--- src/rtl/text_console_pkg.sv ---
// ============================================================================
// Module  : text_console_pkg
// Brief   : Shared constants, control codes and state encoding for text_console.
// Revision: 1.0
// ============================================================================
`default_nettype none

package text_console_pkg;

    localparam int COLS         = 80;
    localparam int ROWS         = 25;
    localparam int SCREEN_BYTES = 4000;
    localparam int ROW_BYTES    = 160;

    localparam logic [7:0] CODE_BS       = 8'h08;
    localparam logic [7:0] CODE_LF       = 8'h0A;
    localparam logic [7:0] CODE_FF       = 8'h0C;
    localparam logic [7:0] CODE_CR       = 8'h0D;
    localparam logic [7:0] PRINTABLE_MIN = 8'h20;

    typedef enum logic [2:0] {
        ST_IDLE   = 3'd0,
        ST_PUT_CH = 3'd1,
        ST_PUT_AT = 3'd2,
        ST_SCR_RD = 3'd3,
        ST_SCR_WR = 3'd4,
        ST_FILL   = 3'd5
    } state_t;

endpackage

`default_nettype wire

--- src/rtl/text_console_if.sv ---
// ============================================================================
// Module  : text_console_if
// Brief   : Byte-stream input, text RAM port and cursor/status of text_console.
// Revision: 1.0
// ============================================================================
`default_nettype none

interface text_console_if;

    logic [7:0]  in_data;
    logic [7:0]  in_attr;
    logic        in_valid;
    logic        in_ready;
    logic [11:0] mem_addr;
    logic        mem_wren;
    logic [7:0]  mem_wdata;
    logic [7:0]  mem_rdata;
    logic [10:0] cursor;
    logic        busy;

    modport master (
        output in_data, in_attr, in_valid, mem_rdata,
        input  in_ready, mem_addr, mem_wren, mem_wdata, cursor, busy
    );

    modport slave (
        input  in_data, in_attr, in_valid, mem_rdata,
        output in_ready, mem_addr, mem_wren, mem_wdata, cursor, busy
    );

endinterface

`default_nettype wire

--- src/rtl/text_console_seq.sv ---
// ============================================================================
// Module  : text_console_seq
// Brief   : Loadable ascending address counter with end-reached flag.
// Revision: 1.0
// ============================================================================
`default_nettype none

module text_console_seq
    import text_console_pkg::*;
(
    input  logic        clk,
    input  logic        reset,
    input  logic        start_i,
    input  logic        step_i,
    input  logic [11:0] start_addr_i,
    input  logic [11:0] end_addr_i,
    output logic [11:0] addr_o,
    output logic        done_o
);

    logic [11:0] addr_q, addr_d;
    logic [11:0] end_q,  end_d;

    always_comb begin
        addr_d = addr_q;
        end_d  = end_q;
        if (start_i) begin
            addr_d = start_addr_i;
            end_d  = end_addr_i;
        end else if (step_i && !done_o) begin
            addr_d = addr_q + 12'd1;
        end
    end

    // Reset value describes the full-screen clear that follows every reset.
    always_ff @(posedge clk) begin
        if (reset) begin
            addr_q <= 12'd0;
            end_q  <= 12'(SCREEN_BYTES - 1);
        end else begin
            addr_q <= addr_d;
            end_q  <= end_d;
        end
    end

    assign addr_o = addr_q;
    assign done_o = (addr_q == end_q);

endmodule

`default_nettype wire

--- src/rtl/text_console.sv ---
// ============================================================================
// Module  : text_console
// Brief   : Byte-stream writer for the 80x25 text buffer with scroll and clear.
// Revision: 1.0
// ============================================================================
`default_nettype none

module text_console #(
    parameter int         COLS         = text_console_pkg::COLS,
    parameter int         ROWS         = text_console_pkg::ROWS,
    parameter logic [7:0] BLANK_CHAR   = 8'h20,
    parameter logic [7:0] DEFAULT_ATTR = 8'h07
) (
    input logic           clk,
    input logic           reset,
    text_console_if.slave bus
);

    import text_console_pkg::*;

    localparam logic [4:0]  LAST_ROW      = 5'(ROWS - 1);
    localparam logic [6:0]  LAST_COL      = 7'(COLS - 1);
    localparam logic [11:0] LAST_BYTE     = 12'(SCREEN_BYTES - 1);
    localparam logic [11:0] ROW_OFFSET    = 12'(ROW_BYTES);
    localparam logic [11:0] LAST_ROW_BASE = 12'(SCREEN_BYTES - ROW_BYTES);

    state_t      state_q, state_d;
    logic [4:0]  row_q, row_d;
    logic [6:0]  col_q, col_d;
    logic [10:0] cursor_q, cursor_d;
    logic [7:0]  char_q, char_d;
    logic [7:0]  attr_q, attr_d;

    logic        seq_start, seq_step, seq_done;
    logic [11:0] seq_start_addr, seq_end_addr, seq_addr;

    text_console_seq u_seq (
        .clk          (clk),
        .reset        (reset),
        .start_i      (seq_start),
        .step_i       (seq_step),
        .start_addr_i (seq_start_addr),
        .end_addr_i   (seq_end_addr),
        .addr_o       (seq_addr),
        .done_o       (seq_done)
    );

    always_comb begin
        state_d        = state_q;
        row_d          = row_q;
        col_d          = col_q;
        char_d         = char_q;
        attr_d         = attr_q;
        seq_start      = 1'b0;
        seq_step       = 1'b0;
        seq_start_addr = ROW_OFFSET;
        seq_end_addr   = LAST_BYTE;
        bus.in_ready   = 1'b0;
        bus.mem_addr   = 12'd0;
        bus.mem_wren   = 1'b0;
        bus.mem_wdata  = 8'h00;
        bus.busy       = 1'b0;

        case (state_q)
            ST_IDLE: begin
                bus.in_ready = 1'b1;
                if (bus.in_valid) begin
                    char_d = bus.in_data;
                    attr_d = bus.in_attr;
                    if (bus.in_data >= PRINTABLE_MIN) begin
                        state_d = ST_PUT_CH;
                    end else begin
                        case (bus.in_data)
                            CODE_CR: col_d = 7'd0;
                            CODE_BS: if (col_q != 7'd0) col_d = col_q - 7'd1;
                            CODE_LF: begin
                                if (row_q != LAST_ROW) begin
                                    row_d = row_q + 5'd1;
                                end else begin
                                    state_d   = ST_SCR_RD;
                                    seq_start = 1'b1;
                                end
                            end
                            CODE_FF: begin
                                row_d          = 5'd0;
                                col_d          = 7'd0;
                                state_d        = ST_FILL;
                                seq_start      = 1'b1;
                                seq_start_addr = 12'd0;
                            end
                            default: ;
                        endcase
                    end
                end
            end
            ST_PUT_CH: begin
                bus.mem_addr  = {cursor_q, 1'b0};
                bus.mem_wren  = 1'b1;
                bus.mem_wdata = char_q;
                state_d       = ST_PUT_AT;
            end
            ST_PUT_AT: begin
                bus.mem_addr  = {cursor_q, 1'b1};
                bus.mem_wren  = 1'b1;
                bus.mem_wdata = attr_q;
                state_d       = ST_IDLE;
                if (col_q != LAST_COL) begin
                    col_d = col_q + 7'd1;
                end else begin
                    col_d = 7'd0;
                    if (row_q == LAST_ROW) begin
                        state_d   = ST_SCR_RD;
                        seq_start = 1'b1;
                    end else begin
                        row_d = row_q + 5'd1;
                    end
                end
            end
            ST_SCR_RD: begin
                bus.busy     = 1'b1;
                bus.mem_addr = seq_addr;
                state_d      = ST_SCR_WR;
            end
            // Read data for seq_addr arrives now; copy it one row up.
            ST_SCR_WR: begin
                bus.busy      = 1'b1;
                bus.mem_addr  = seq_addr - ROW_OFFSET;
                bus.mem_wren  = 1'b1;
                bus.mem_wdata = bus.mem_rdata;
                if (seq_done) begin
                    seq_start      = 1'b1;
                    seq_start_addr = LAST_ROW_BASE;
                    state_d        = ST_FILL;
                end else begin
                    seq_step = 1'b1;
                    state_d  = ST_SCR_RD;
                end
            end
            ST_FILL: begin
                bus.busy      = 1'b1;
                bus.mem_addr  = seq_addr;
                bus.mem_wren  = 1'b1;
                bus.mem_wdata = seq_addr[0] ? attr_q : BLANK_CHAR;
                if (seq_done) state_d = ST_IDLE;
                else          seq_step = 1'b1;
            end
            default: state_d = ST_IDLE;
        endcase

        // Hold off writes and input while reset is asserted.
        if (reset) begin
            bus.in_ready = 1'b0;
            bus.mem_wren = 1'b0;
            bus.busy     = 1'b1;
        end
    end

    assign cursor_d = 11'(row_d) * 11'(COLS) + 11'(col_d);

    always_ff @(posedge clk) begin
        if (reset) begin
            state_q  <= ST_FILL;
            row_q    <= 5'd0;
            col_q    <= 7'd0;
            cursor_q <= 11'd0;
            char_q   <= BLANK_CHAR;
            attr_q   <= DEFAULT_ATTR;
        end else begin
            state_q  <= state_d;
            row_q    <= row_d;
            col_q    <= col_d;
            cursor_q <= cursor_d;
            char_q   <= char_d;
            attr_q   <= attr_d;
        end
    end

    assign bus.cursor = cursor_q;

endmodule

`default_nettype wire

--- src/flat_wrapper.sv ---
// flat-port wrapper written by rule: the top's interface ports become plain ports
module text_console_flat import text_console_pkg::*;
#(
    parameter int         COLS         = text_console_pkg::COLS,
    parameter int         ROWS         = text_console_pkg::ROWS,
    parameter logic [7:0] BLANK_CHAR   = 8'h20,
    parameter logic [7:0] DEFAULT_ATTR = 8'h07
)
  (clk, reset, bus_in_data, bus_in_attr, bus_in_valid, bus_mem_rdata, bus_in_ready, bus_mem_addr, bus_mem_wren, bus_mem_wdata, bus_cursor, bus_busy);
  text_console_if bus_i ();
  input logic clk;
  input logic reset;
  input wire logic [$bits(bus_i.in_data)-1:0] bus_in_data;
  input wire logic [$bits(bus_i.in_attr)-1:0] bus_in_attr;
  input wire logic [$bits(bus_i.in_valid)-1:0] bus_in_valid;
  input wire logic [$bits(bus_i.mem_rdata)-1:0] bus_mem_rdata;
  output wire logic [$bits(bus_i.in_ready)-1:0] bus_in_ready;
  output wire logic [$bits(bus_i.mem_addr)-1:0] bus_mem_addr;
  output wire logic [$bits(bus_i.mem_wren)-1:0] bus_mem_wren;
  output wire logic [$bits(bus_i.mem_wdata)-1:0] bus_mem_wdata;
  output wire logic [$bits(bus_i.cursor)-1:0] bus_cursor;
  output wire logic [$bits(bus_i.busy)-1:0] bus_busy;
  assign bus_i.in_data = bus_in_data;
  assign bus_i.in_attr = bus_in_attr;
  assign bus_i.in_valid = bus_in_valid;
  assign bus_i.mem_rdata = bus_mem_rdata;
  assign bus_in_ready = bus_i.in_ready;
  assign bus_mem_addr = bus_i.mem_addr;
  assign bus_mem_wren = bus_i.mem_wren;
  assign bus_mem_wdata = bus_i.mem_wdata;
  assign bus_cursor = bus_i.cursor;
  assign bus_busy = bus_i.busy;
  text_console #(.COLS(COLS), .ROWS(ROWS), .BLANK_CHAR(BLANK_CHAR), .DEFAULT_ATTR(DEFAULT_ATTR)) u_core (.clk(clk), .reset(reset), .bus(bus_i));
endmodule
--- config.mk ---
export PLATFORM = sky130hd
export DESIGN_NAME = text_console_flat
export DESIGN_NICKNAME = d
export VERILOG_FILES = /design/src/rtl/text_console_pkg.sv /design/src/rtl/text_console_if.sv /design/src/rtl/text_console_seq.sv /design/src/rtl/text_console.sv /design/src/flat_wrapper.sv
export SDC_FILE = /design/constraint.sdc
export NUM_CORES = 1
export LEC_CHECK = 0
export ABC_AREA = 1
export CORE_MARGIN = 2
export CORE_UTILIZATION = 55
export DETAILED_ROUTE_END_ITERATION = 7
export PLACE_DENSITY = 0.77
export SLEW_MARGIN = 25
export SYNTH_ARGS = -nofsm -noshare
export SYNTH_HDL_FRONTEND = slang
export SYNTH_HIERARCHICAL = 1
export SYNTH_SLANG_ARGS = --single-unit
--- constraint.sdc ---
create_clock -name clk -period 4 [get_ports clk]
set_clock_uncertainty 0.1 [all_clocks]
set_input_delay 0.8 -clock clk [delete_from_list [all_inputs] [get_ports clk]]
set_output_delay 0.8 -clock clk [all_outputs]
set_load 0.05 [all_outputs]
==> impl_results.md <==
- Slew HR: between 60 and 70%
- Post-route clock period utilization: 93.4%
- Pint: about 1.2 mW
- Port buffer count: 60
- Switching power: 0.971 mW
- Starting DRT DRC Count: 303
- Synth-to-layout area growth: 20.3%
- Crit path time final: 3.74 ns
- Prevailing post-synth register cell: dfxtp_1
- RSZ-0062 raised after global routing: no
- Setup TNS: 0 ns
- Slew at the pin closest to its max-slew limit: 0.549 ns
- Post-synth EDFFs: 0
- Status: finished, final reports clean
- Synth Instances: between 700 and 800
- WS Path Type: reg2out
- Worst EP arrival: 2.84 ns
- Async SR Flop Fraction: 0%
- PwrDens: 406 nW/µm²
- Flops & latches, synth: 62
- Die area: 8850 µm²
- Post-route cell area: 5370 µm²
- Cell area after synthesis: around 4500 µm²
- Routability cong.: 0.897
- Synth Area in Simple Gates: roughly a third
- Final setup violation count: 0
- # Max-Cap Violations: 0
- Via density: 5.38
- Chip Width: ~94 µm
- Avg Inst Size Synth: 6.32 µm²
- Ports: 61
- CTS Hold Bufs: 0
- Sequential element share of the synthesized area: 27.8%
- Gr ovfl total: 0
- Mux cell area share after synthesis: 0.224%
- Sequential power share: 33.2%
- Tot GR Track Use: 28.0%
- Synth unique cells: 44
- Compound-cell area share of the yosys netlist: 17.4%
- Largest net degree at the start of global routing: 33
- Sw frac: 44.5%
- Fmax: 268 MHz
- Starting Density: between 50% and 60%
- Share of cells above drive strength 1: 10.1%
- Cts bufs inserted: 9
- Core Area: around 8000 µm²
- Worst IR drop on VDD: 228 µV
- Setup WS post-layout: 0.263 ns
- Critical Path Start Type: register
- Wire per inst: 13.5 µm
- Fill count: 708
- Die span in y: about 94 µm
- Worst Hold Slack: 0.366 ns
- Synth Area in XOR/XNOR: 2.33%
- Combinational Power Share: 45.2%
- Initial antenna violation count: 0
- CTS tree: done
- Worst-Skew Late Latency: approximately 0.34 ns
- Area post-placement: 5190 µm²
- FP Rows: 32
- Hold Crit Class: reg2reg
- Detail Route Antenna Nets: 0
- Deepest clock path buffer count: 2
- Yosys top cell by area: dfxtp_1
- Via count: about 4800
- First-pass GRT wire length: 19900 µm
- Ys Warns: 6
- Residual DRC: 0
- Number of global-route vias before repair: 4444
- Leak: 2.43 nW
- H-tree depth: 3
- Final hold violation count: 0
- Root Buffer: clkbuf_8
- Final HPWL DP: between 9000 and 10000 µm
- Clock Power Share: between 20% and 30%
- CP required: 3.10 ns
- CP endpoint kind: output port
- CTS clock-pin slew for the worst setup and hold paths: 0.07 ns
- ANT cells: 0
- Largest family of logic cells by synthesized area: simple AND/OR/NAND/NOR gates
- Pins Over Slew Limit: 0
- # nets final: 821
- Post-synthesis adder-cell area fraction: 5.10%
- Pre-Repair DR Iteration Count: 5
- Yosys top cell area share: 27.8%
- Sink Count: 62
- Pre-CTS setup slack: -0.0443 ns
- CP max FO: 16
- WL final: 11900 µm
- Synth area leaders: dfxtp_1, nand2_1, inv_1, nand3_1, o21ai_0
==> sequential cells by signal, indices dropped and copies added (netlist names), named ones only <==
name	count
u_core/attr_q	8
u_core/u_seq/end_q	12
u_core/bus.cursor	7
u_core/char_q	8
u_core/u_seq/addr_o	12
u_core/row_q	5
u_core/col_q	3
u_core/state_q	3
==> cell usage after synthesis, types with 2 or more instances <==
master,instances
or2_2,2
o21ai_0,55
a21oi_1,51
buf_2,5
dfxtp_1,62
clkbuf_1,12
o21bai_1,2
o211ai_1,6
conb_1,2
buf_6,3
nand3_2,4
nor2_2,5
nor3_2,5
nor2_4,6
a211oi_1,2
xor2_1,5
o221ai_1,5
fa_1,2
nand2_1,172
inv_1,98
ha_1,15
nor3_1,8
nand3b_1,2
nand2_2,9
nor2_1,53
nand3_1,60
o21ai_1,4
nand4_1,8
buf_4,6
inv_2,13
xnor2_1,5
clkinv_1,3
a22oi_1,5
==> cells by family after synthesis <==
family	Yosys count
xor gates and xnor gates	11
AOI/OAI and AO/OA	138
buffers and inverters	140
muxes	1
adders and majority gates	17
other	2
and+or+nand+nor	335
DFF	62
==> per-layer routing <==
layer  global-route usage (%)  vias up  share of wire, %
met1                     34.0     2190                43
met2                     49.8      146                51
met5                        0        -                 0
li1                         -     2400                 -
met4                     6.40        0               1.4
met3                     6.74       17               5.5
==> placed cells by master (no fill, tap or decap), types with 5 or more instances in the layout <==
master and n:
nor2_2 7, inv_2 13, dfxtp_1 62, buf_4 11, clkbuf_8 10, nor3_2 5
xnor2_1 5, nor2_1 51, nand3_1 60, nand2_1 171, xor2_1 5, nor3_1 8
ha_1 15, inv_1 98, o221ai_1 5, clkdlybuf4s50_1 57, a22oi_1 5, nand4_1 8
nor2_4 6, o21ai_0 55, a21oi_1 51, o211ai_1 6, nand2_2 10, conb_1 18
==> worst max-delay path: stages (launching register included) <==
cell,delay [ns]
dfxtp_1,0.38
nor2_4,0.38
inv_2,0.15
nor2_2,0.16
inv_2,0.12
nand2_2,0.19
inv_2,0.07
o21ai_0,0.20
clkdlybuf4s50_1,0.84
==> power groups by stage <==
stage / Clock, mW / Combinational (mW) / Sequential [mW]
3_5_place_dp: 0 / 0.980 / 0.735
2_1_floorplan: 0 / 0.693 / 0.723
6_report: 0.471 / 0.985 / 0.723
5_1_grt: 0.515 / 1.06 / 0.729
4_1_cts: 0.484 / 0.983 / 0.721
3_3_place_gp: 0 / 0.965 / 0.733
==> path summary, 6_finish.rpt <==
kind / depth (start not counted) / endpoint / start / slack [ns]
setup / recovery: 8 / bus_mem_addr[4] / u_core/state_q[0] / 0.26
hold / removal: 2 / u_core/attr_q[4] / u_core/attr_q[4] / 0.37
setup reg to reg: 20 / u_core/bus.cursor[10] / u_core/state_q[0] / 0.64
hold reg to reg: 2 / u_core/attr_q[4] / u_core/attr_q[4] / 0.37
==> layout make-up <==
class | count | area [µm²] | area share (%)
clock inverter | 4 | 23.8 | 0.443
timing repair buffer | 70 | 693 | 12.9
sequential | 62 | 1240 | 23.1
tap | 102 | 128 | 2.38
multi-input combinational | 520 | 2710 | 50.5
clock buffer | 11 | 141 | 2.63
inverter | 114 | 428 | 7.97
==> per-stage QoR <==
| step | total power, mW | instances | util (%) |
|---|---|---|---|
| global route | 2.30 | 883 | 68.8 |
| finish | 2.18 | 883 | 68.8 |
| global placement | 1.70 | 868 | 66.5 |
| CTS | 2.19 | 883 | 68.7 |
| detailed placement | 1.71 | 868 | 66.5 |
| floorplan | 1.42 | 722 | - |
==> what timing repair did <==
item	CTS	global route
resized for setup	0	3
setup endpoints to repair	0	1
setup buffers	0	0
No activity file was read; power rests on OpenSTA's default activity.
